==> src/rtl/invader_pkg.sv <==
// -----------------------------------------------------------------------------
// invader_pkg
// Shared constants and types for the invader collision block:
//   - default formation geometry (rows, columns, cell pitch, sprite size)
//   - bullet width (tip sits at bullet_x + width/2)
//   - kill row/column index types for the default geometry
//   - collision FSM state encoding
//   - row_points(): points awarded for a kill in a given formation row
// Optional feature macro used by the top level: INVADER_SCORE_EN.
// -----------------------------------------------------------------------------
package invader_pkg;

  localparam int INV_ROWS     = 5;
  localparam int INV_COLS     = 11;
  localparam int INV_CELL_W   = 32;
  localparam int INV_CELL_H   = 32;
  localparam int INV_SPR_W    = 24;
  localparam int INV_SPR_H    = 16;
  localparam int INV_BULLET_W = 4;

  typedef logic [$clog2(INV_ROWS)-1:0] row_idx_t;
  typedef logic [$clog2(INV_COLS)-1:0] col_idx_t;

  typedef enum logic [0:0] {
    ST_ARMED    = 1'b0,
    ST_HIT_HOLD = 1'b1
  } inv_state_t;

  // Top row is worth the most; the bottom rows are the cheap ones.
  function automatic logic [15:0] row_points(input logic [7:0] row);
    logic [15:0] pts;
    case (row)
      8'd0:       pts = 16'd30;
      8'd1, 8'd2: pts = 16'd20;
      default:    pts = 16'd10;
    endcase
    return pts;
  endfunction

endpackage

==> src/rtl/invader_hit_locate.sv <==
// -----------------------------------------------------------------------------
// invader_hit_locate
// Pipeline stages S1-S2 of the bullet/formation hit test.
//   S1: bullet tip relative to the formation origin (13-bit two's complement).
//   S2: grid cell (row, col), inside-grid flag and inside-sprite flag.
// Ports:
//   i_clk, i_rst          clock, synchronous active-high reset
//   i_flush               drop the valid bits of both stages this cycle
//   i_bullet_x/y/active   player bullet (left edge x, tip y, in flight)
//   i_form_x/y            formation origin (top-left of cell 0,0)
//   o_valid               S2 result valid
//   o_row, o_col          cell coordinates (meaningful only with o_in_grid)
//   o_in_grid, o_in_sprite  tip inside the grid / inside the sprite box
// -----------------------------------------------------------------------------
module invader_hit_locate
  import invader_pkg::*;
#(
  parameter int ROWS         = INV_ROWS,
  parameter int COLS         = INV_COLS,
  parameter int CELL_W       = INV_CELL_W,
  parameter int CELL_H       = INV_CELL_H,
  parameter int INV_W        = INV_SPR_W,
  parameter int INV_H        = INV_SPR_H,
  parameter int BULLET_WIDTH = INV_BULLET_W
) (
  input  logic                     i_clk,
  input  logic                     i_rst,
  input  logic                     i_flush,
  input  logic [11:0]              i_bullet_x,
  input  logic [11:0]              i_bullet_y,
  input  logic                     i_bullet_active,
  input  logic [11:0]              i_form_x,
  input  logic [11:0]              i_form_y,
  output logic                     o_valid,
  output logic [$clog2(ROWS)-1:0]  o_row,
  output logic [$clog2(COLS)-1:0]  o_col,
  output logic                     o_in_grid,
  output logic                     o_in_sprite
);

  localparam int ROW_W  = $clog2(ROWS);
  localparam int COL_W  = $clog2(COLS);
  localparam int CW_LOG = $clog2(CELL_W);
  localparam int CH_LOG = $clog2(CELL_H);

  logic [12:0]      w_rel_x, w_rel_y;
  logic [12:0]      r_rel_x, r_rel_y;
  logic             r_v1;
  logic             w_in_grid, w_in_sprite;
  logic [ROW_W-1:0] w_row;
  logic [COL_W-1:0] w_col;
  logic             r_v2, r_in_grid, r_in_sprite;
  logic [ROW_W-1:0] r_row;
  logic [COL_W-1:0] r_col;

  // S1 arithmetic: bit 12 is the sign, so a bullet left of / above the
  // formation shows up as negative instead of wrapping into the grid.
  always_comb begin
    w_rel_x = {1'b0, i_bullet_x} + 13'(BULLET_WIDTH / 2) - {1'b0, i_form_x};
    w_rel_y = {1'b0, i_bullet_y} - {1'b0, i_form_y};
  end

  // S1 registers.
  always_ff @(posedge i_clk) begin
    if (i_rst) begin
      r_v1    <= 1'b0;
      r_rel_x <= 13'd0;
      r_rel_y <= 13'd0;
    end else begin
      r_v1    <= i_flush ? 1'b0 : i_bullet_active;
      r_rel_x <= w_rel_x;
      r_rel_y <= w_rel_y;
    end
  end

  // S2 arithmetic: power-of-two pitches make cell index a shift and the
  // in-cell offset a mask.
  always_comb begin
    w_in_grid   = !r_rel_x[12] && !r_rel_y[12] &&
                  (r_rel_x < 13'(COLS * CELL_W)) && (r_rel_y < 13'(ROWS * CELL_H));
    w_in_sprite = ((r_rel_x & 13'(CELL_W - 1)) < 13'(INV_W)) &&
                  ((r_rel_y & 13'(CELL_H - 1)) < 13'(INV_H));
    w_col       = COL_W'(r_rel_x >> CW_LOG);
    w_row       = ROW_W'(r_rel_y >> CH_LOG);
  end

  // S2 registers.
  always_ff @(posedge i_clk) begin
    if (i_rst) begin
      r_v2        <= 1'b0;
      r_in_grid   <= 1'b0;
      r_in_sprite <= 1'b0;
      r_row       <= '0;
      r_col       <= '0;
    end else begin
      r_v2        <= i_flush ? 1'b0 : r_v1;
      r_in_grid   <= w_in_grid;
      r_in_sprite <= w_in_sprite;
      r_row       <= w_row;
      r_col       <= w_col;
    end
  end

  assign o_valid     = r_v2;
  assign o_row       = r_row;
  assign o_col       = r_col;
  assign o_in_grid   = r_in_grid;
  assign o_in_sprite = r_in_sprite;

endmodule

==> src/rtl/invader_collision.sv <==
// -----------------------------------------------------------------------------
// invader_collision
// Player bullet vs. invader formation hit detector. Owns the alive bitmap,
// reports each kill and the wave-cleared status.
// Ports:
//   i_clk, i_rst           clock, synchronous active-high reset
//   i_bullet_x/y/active    player bullet (left edge x, tip y, in flight)
//   i_form_x/y             formation origin
//   i_wave_reload          1-cycle pulse: revive every invader
//   o_bullet_hit           hit level, held until the bullet is retired
//   o_kill_valid           1-cycle pulse per kill, with o_kill_row/o_kill_col
//   o_alive_mask           bit r*COLS+c set = invader (r,c) alive
//   o_wave_clear           registered "no invaders left"
//   o_score                row-weighted saturating score (INVADER_SCORE_EN only)
// Optional feature macro: INVADER_SCORE_EN.
// Latency: bullet sampled at edge N -> o_bullet_hit / o_kill_valid after N+3.
// -----------------------------------------------------------------------------
module invader_collision
  import invader_pkg::*;
#(
  parameter int ROWS         = INV_ROWS,
  parameter int COLS         = INV_COLS,
  parameter int CELL_W       = INV_CELL_W,
  parameter int CELL_H       = INV_CELL_H,
  parameter int INV_W        = INV_SPR_W,
  parameter int INV_H        = INV_SPR_H,
  parameter int BULLET_WIDTH = INV_BULLET_W
) (
  input  logic                     i_clk,
  input  logic                     i_rst,
  input  logic [11:0]              i_bullet_x,
  input  logic [11:0]              i_bullet_y,
  input  logic                     i_bullet_active,
  input  logic [11:0]              i_form_x,
  input  logic [11:0]              i_form_y,
  input  logic                     i_wave_reload,
  output logic                     o_bullet_hit,
  output logic                     o_kill_valid,
  output logic [$clog2(ROWS)-1:0]  o_kill_row,
  output logic [$clog2(COLS)-1:0]  o_kill_col,
  output logic [ROWS*COLS-1:0]     o_alive_mask,
  output logic                     o_wave_clear
`ifdef INVADER_SCORE_EN
  ,
  output logic [15:0]              o_score
`endif
);

  localparam int ROW_W = $clog2(ROWS);
  localparam int COL_W = $clog2(COLS);
  localparam int CELLS = ROWS * COLS;
  localparam int IDX_W = $clog2(CELLS);

  logic             w_flush;
  logic             w_v2, w_in_grid, w_in_sprite;
  logic [ROW_W-1:0] w_row;
  logic [COL_W-1:0] w_col;
  logic [IDX_W-1:0] w_idx, w_kill_idx;
  logic             w_hit2, w_kill;

  logic             r_hit3;
  logic [ROW_W-1:0] r_row3;
  logic [COL_W-1:0] r_col3;
  inv_state_t       r_state;
  logic             r_bullet_hit, r_kill_valid, r_wave_clear;
  logic [ROW_W-1:0] r_kill_row;
  logic [COL_W-1:0] r_kill_col;
  logic [CELLS-1:0] r_alive;

  // Pipe valids are dropped on reload and when a held hit is released, so a
  // stale in-flight sample can never score against a fresh bullet or wave.
  assign w_flush = i_wave_reload || ((r_state == ST_HIT_HOLD) && !i_bullet_active);

  invader_hit_locate #(
    .ROWS(ROWS), .COLS(COLS), .CELL_W(CELL_W), .CELL_H(CELL_H),
    .INV_W(INV_W), .INV_H(INV_H), .BULLET_WIDTH(BULLET_WIDTH)
  ) u_locate (
    .i_clk(i_clk), .i_rst(i_rst), .i_flush(w_flush),
    .i_bullet_x(i_bullet_x), .i_bullet_y(i_bullet_y), .i_bullet_active(i_bullet_active),
    .i_form_x(i_form_x), .i_form_y(i_form_y),
    .o_valid(w_v2), .o_row(w_row), .o_col(w_col),
    .o_in_grid(w_in_grid), .o_in_sprite(w_in_sprite)
  );

  // Bitmap index for the S2 cell; forced to 0 off-grid so it never exceeds the mask.
  always_comb begin
    if (w_in_grid) begin
      w_idx = IDX_W'(w_row) * IDX_W'(COLS) + IDX_W'(w_col);
    end else begin
      w_idx = '0;
    end
    w_hit2     = w_v2 && w_in_grid && w_in_sprite && r_alive[w_idx];
    w_kill_idx = IDX_W'(r_row3) * IDX_W'(COLS) + IDX_W'(r_col3);
    // Reload wins over a kill landing on the same edge.
    w_kill     = (r_state == ST_ARMED) && r_hit3 && !i_wave_reload;
  end

  // S3 register: hit decision against the current alive bitmap.
  always_ff @(posedge i_clk) begin
    if (i_rst) begin
      r_hit3 <= 1'b0;
      r_row3 <= '0;
      r_col3 <= '0;
    end else begin
      r_hit3 <= w_flush ? 1'b0 : w_hit2;
      r_row3 <= w_row;
      r_col3 <= w_col;
    end
  end

  // Kill FSM and alive bitmap: one kill per bullet, hit level held until the
  // bullet is seen inactive.
  always_ff @(posedge i_clk) begin
    if (i_rst) begin
      r_state      <= ST_ARMED;
      r_bullet_hit <= 1'b0;
      r_kill_valid <= 1'b0;
      r_kill_row   <= '0;
      r_kill_col   <= '0;
      r_alive      <= '1;
    end else begin
      r_kill_valid <= 1'b0;
      if (i_wave_reload) begin
        r_alive      <= '1;
        r_state      <= ST_ARMED;
        r_bullet_hit <= 1'b0;
      end else if (w_kill) begin
        r_alive[w_kill_idx] <= 1'b0;
        r_kill_valid        <= 1'b1;
        r_kill_row          <= r_row3;
        r_kill_col          <= r_col3;
        r_bullet_hit        <= 1'b1;
        r_state             <= ST_HIT_HOLD;
      end else if ((r_state == ST_HIT_HOLD) && !i_bullet_active) begin
        r_bullet_hit <= 1'b0;
        r_state      <= ST_ARMED;
      end
    end
  end

  // Wave-clear flag trails the bitmap by one cycle.
  always_ff @(posedge i_clk) begin
    if (i_rst) begin
      r_wave_clear <= 1'b0;
    end else begin
      r_wave_clear <= (r_alive == '0);
    end
  end

  assign o_bullet_hit = r_bullet_hit;
  assign o_kill_valid = r_kill_valid;
  assign o_kill_row   = r_kill_row;
  assign o_kill_col   = r_kill_col;
  assign o_alive_mask = r_alive;
  assign o_wave_clear = r_wave_clear;

`ifdef INVADER_SCORE_EN
  logic [15:0] r_score;
  logic [16:0] w_score_sum;

  assign w_score_sum = {1'b0, r_score} + {1'b0, row_points(8'(r_row3))};

  // Saturating score; survives wave reloads, cleared only by reset.
  always_ff @(posedge i_clk) begin
    if (i_rst) begin
      r_score <= 16'd0;
    end else if (w_kill) begin
      r_score <= w_score_sum[16] ? 16'hFFFF : w_score_sum[15:0];
    end
  end

  assign o_score = r_score;
`endif

endmodule

==> config.mk <==
export PLATFORM = sky130hd
export DESIGN_NAME = invader_collision
export DESIGN_NICKNAME = d
export VERILOG_FILES = /design/src/rtl/invader_pkg.sv /design/src/rtl/invader_hit_locate.sv /design/src/rtl/invader_collision.sv
export SDC_FILE = /design/constraint.sdc
export NUM_CORES = 1
export LEC_CHECK = 0
export BUFFER_PORTS_ARGS = -buffer_cell sky130_fd_sc_hd__clkbuf_2
export CORE_ASPECT_RATIO = 0.5
export CORE_UTILIZATION = 40
export DETAILED_ROUTE_END_ITERATION = 6
export GPL_ROUTABILITY_DRIVEN = 0
export PLACE_DENSITY_LB_ADDON = 0.3
export SLEW_MARGIN = 10
export SYNTH_ARGS = -nofsm -noshare
export SYNTH_HDL_FRONTEND = slang
export SYNTH_SLANG_ARGS = --single-unit
export TNS_END_PERCENT = 1
==> constraint.sdc <==
create_clock -name i_clk -period 7 [get_ports i_clk]
set_input_delay 0.35 -clock i_clk [delete_from_list [all_inputs] [get_ports i_clk]]
set_output_delay 0.35 -clock i_clk [all_outputs]
set_load 0.01 [all_outputs]
==> run_results.csv <==
group,metric,value,unit
status,status,"complete, but fails checks",
status,violations,"design-rule violations",
timing,setup_viol,0,
place,port_buffers,116,
critical_path,cpPeakStageDelay,840,ps
critical_path,worstPathCellList,"ha_1, fa_1, inv_1, fa_1, inv_1, or3_1, a311oi_1, o31ai_1, a31oi_1",
yosys,ys_warn_count,0,
final_layout,syn_to_final_growth,19.6,%
critical_path,crit_required,7280,ps
floorplanning,rows,29,
hold_path,hold-path-cell-count,3,
timing,clock.fmax,288,MHz
clock_tree,clkLatencyLatePin,350,ps
timing,period_share,0.496,
route,vias,4556,
yosys,synthArstFlopShare,0,
timing,post-route-min-period,3470,ps
yosys,ys_top_cells_by_area,"dfxtp_1 39%, ha_1 12%, nand2_1 6.4%, o21ai_0 6.0%, nor2b_1 2.7%",
global_route,grt_max_degree,56,
critical_path,startpoint_type,"flip-flop",
global_route,grt_overflow,0,
place,place_inst,858,
yosys,ys_seq_area_frac,0.393,
critical_path,worst_setup_path_end_kind,"flip-flop",
final_layout,diodes,0,
route,drt_iter0_drc,287,
yosys,syn_nets,700,
global_route,grt_pass1_vias,4031,
global_route,grtUsageTotal,0.190,
yosys,syn_area,5250,µm²
clock_tree,htreeDepth,3,
yosys,ys_types,49,
final_layout,instances_no_fill,874,
yosys,synth_top_area_frac,0.393,
global_route,grt_pass1_wl,20400,µm
critical_path,crit_slowest_cell,"fa_1",
route,routed_wl,12700,µm
clock_tree,cts.reportedPaths.clkPinSlew,70,ps
power_and_ir_drop,power_density,219,nW/µm²
timing,maxSlewHeadroom,0.426,
clock_tree,cts-root-buf,"clkbuf_16",
global_route,antenna_found_initial,0,
timing,drv_slew,0,
timing,tightest_slew,861,ps
final_layout,drive_above_1_share,0.205,
clock_tree,cts_buffer_depth,2,
hold_path,min_path_type,"in2reg",
place,hpwl,9590,µm
global_route,grt_util_met2,0.284,
job,drv_cap,0,
route,drc_errors,2,
yosys,synth-edff-count,0,
critical_path,path_max_fanout,13,
global_route,grt_use_met1,0.269,
final_layout,final_cell_mix,"116 x clkbuf_2, 103 x dfxtp_1, 89 x nand2_1",
floorplanning,core-area,12700,µm²
timing,skew,10.6,ps
floorplanning,ioPinCount,117,
timing,hold_ws,238,ps
clock_tree,hold_buffers,0,
critical_path,reg2reg_depth,9,
clock_tree,cts_sinks,103,
yosys,synth_ff_type,"dfxtp_1",
final_layout,final_common_cell,"clkbuf_2",
yosys,yosysTopAreaCell,"dfxtp_1",
power_and_ir_drop,power.leakage,2.84,nW
route,ant_nets,0,
floorplanning,design.die.area,13600,µm²
clock_tree,cts_tree,"done",
timing,rsz0062_at_grt,"false",
clock_tree,cts_resized,0,
route,first_pass_iters,6,
floorplanning,start_util,0.412,
critical_path,critical_path_class,"reg2reg",
route,wire_per_inst,14.5,µm
yosys,syn_avg_cell_area,8.90,µm²
yosys,synthCells,590,
floorplanning,die_w,164,µm
route,vias_per_cell,5.21,
power_and_ir_drop,ir_drop,130,µV
final_layout,final_nets,809,
clock_tree,cts_setup_buffers,0,
floorplanning,die_h,83.0,µm
timing,hold_viol_final,0,
clock_tree,cts_made_buffers,9,
yosys,ys_ff_latch,103,
timing,setup-tns-final,0,ps
global_route,grtUsageMet3,0.0445,
critical_path,crit_arrival,3750,ps
global_route,busiest_layer,"met2",
## power by group
group	total [mW]	leakage (nW)	internal [mW]	switching [mW]
Sequential	0.623	0.840	0.610	0.0133
Combinational	0.244	1.86	0.105	0.139
Clock	0.507	0.145	0.288	0.219
## through the flow
step	utilization	cell area [µm²]	setup slack, ps	total power, mW
3_3_place_gp	0.469	5970	3650	0.873
6_report	0.493	6280	3530	1.37
3_5_place_dp	0.469	5970	3550	0.880
2_1_floorplan	-	5250	4070	0.822
5_1_grt	0.493	6280	3310	1.45
4_1_cts	0.493	6280	3530	1.39
## routing by layer
layer,vias to the layer above,share of wire
met5,-,0
met4,0,0.014
met2,149,0.43
met1,2081,0.49
li1,2313,-
met3,13,0.062
## final timing paths
| check | startpoint | end | slack [ps] |
|---|---|---|---|
| min reg2reg | u_locate.r_rel_x[4] | u_locate.o_in_sprite | 410 |
| min | i_bullet_active | u_locate.r_v1 | 240 |
| max | u_locate.o_row[1] | r_hit3 | 3530 |
| max reg2reg | u_locate.o_row[1] | r_hit3 | 3530 |
## final cells by class
| class | instances | area, µm² |
|---|---|---|
| Fill cell | 1238 | 6460 |
| Multi-Input combinational cell | 436 | 2990 |
| Clock inverter | 6 | 67.6 |
| Sequential cell | 103 | 2060 |
| Timing Repair Buffer | 118 | 596 |
| Tap cell | 170 | 213 |
| Clock buffer | 10 | 239 |
| Inverter | 31 | 116 |
## critical path, delay by kind of cell, from the launching register on
| family | cells | cell delay (ps) |
|---|---|---|
| buf+inv | 2 | 390 |
| compound gates | 3 | 530 |
| flops | 1 | 340 |
| simple gates | 1 | 420 |
| fa+ha+maj | 3 | 1710 |
## registers in the layout, indices dropped and copies added (netlist names)
signal,flops
r_row3,3
o_bullet_hit,1
u_locate.o_in_grid,1
u_locate.o_in_sprite,1
u_locate.r_rel_y,9
u_locate.o_row,3
u_locate.r_v1,1
o_kill_row,3
o_alive_mask,55
u_locate.o_col,4
o_kill_valid,1
u_locate.r_rel_x,10
o_wave_clear,1
r_col3,4
o_kill_col,4
r_hit3,1
u_locate.o_valid,1
## cells by family after synthesis
kind of cell             count (synthesis)  share of synthesized area
flip-flops                             103                      0.393
XOR/XNOR                                21                     0.0350
multiplexers                            18                     0.0441
AND/OR/NAND/NOR                        205                      0.185
buffers and inverters                   51                     0.0393
AO/OA/AOI/OAI                          134                      0.158
adder cells (fa/ha/maj)                 58                      0.147
## cells in the mapped netlist, drive strengths merged, types with 10 or more instances
cell type    n
a21o        12
a21oi       21
clkbuf      14
dfxtp      103
ha          52
inv         31
mux2i       10
nand2       89
nand3       13
nor2        29
nor2b       23
nor4        17
o21ai       63
xnor2       14
Note: power is estimated with default switching activity, not from simulation.
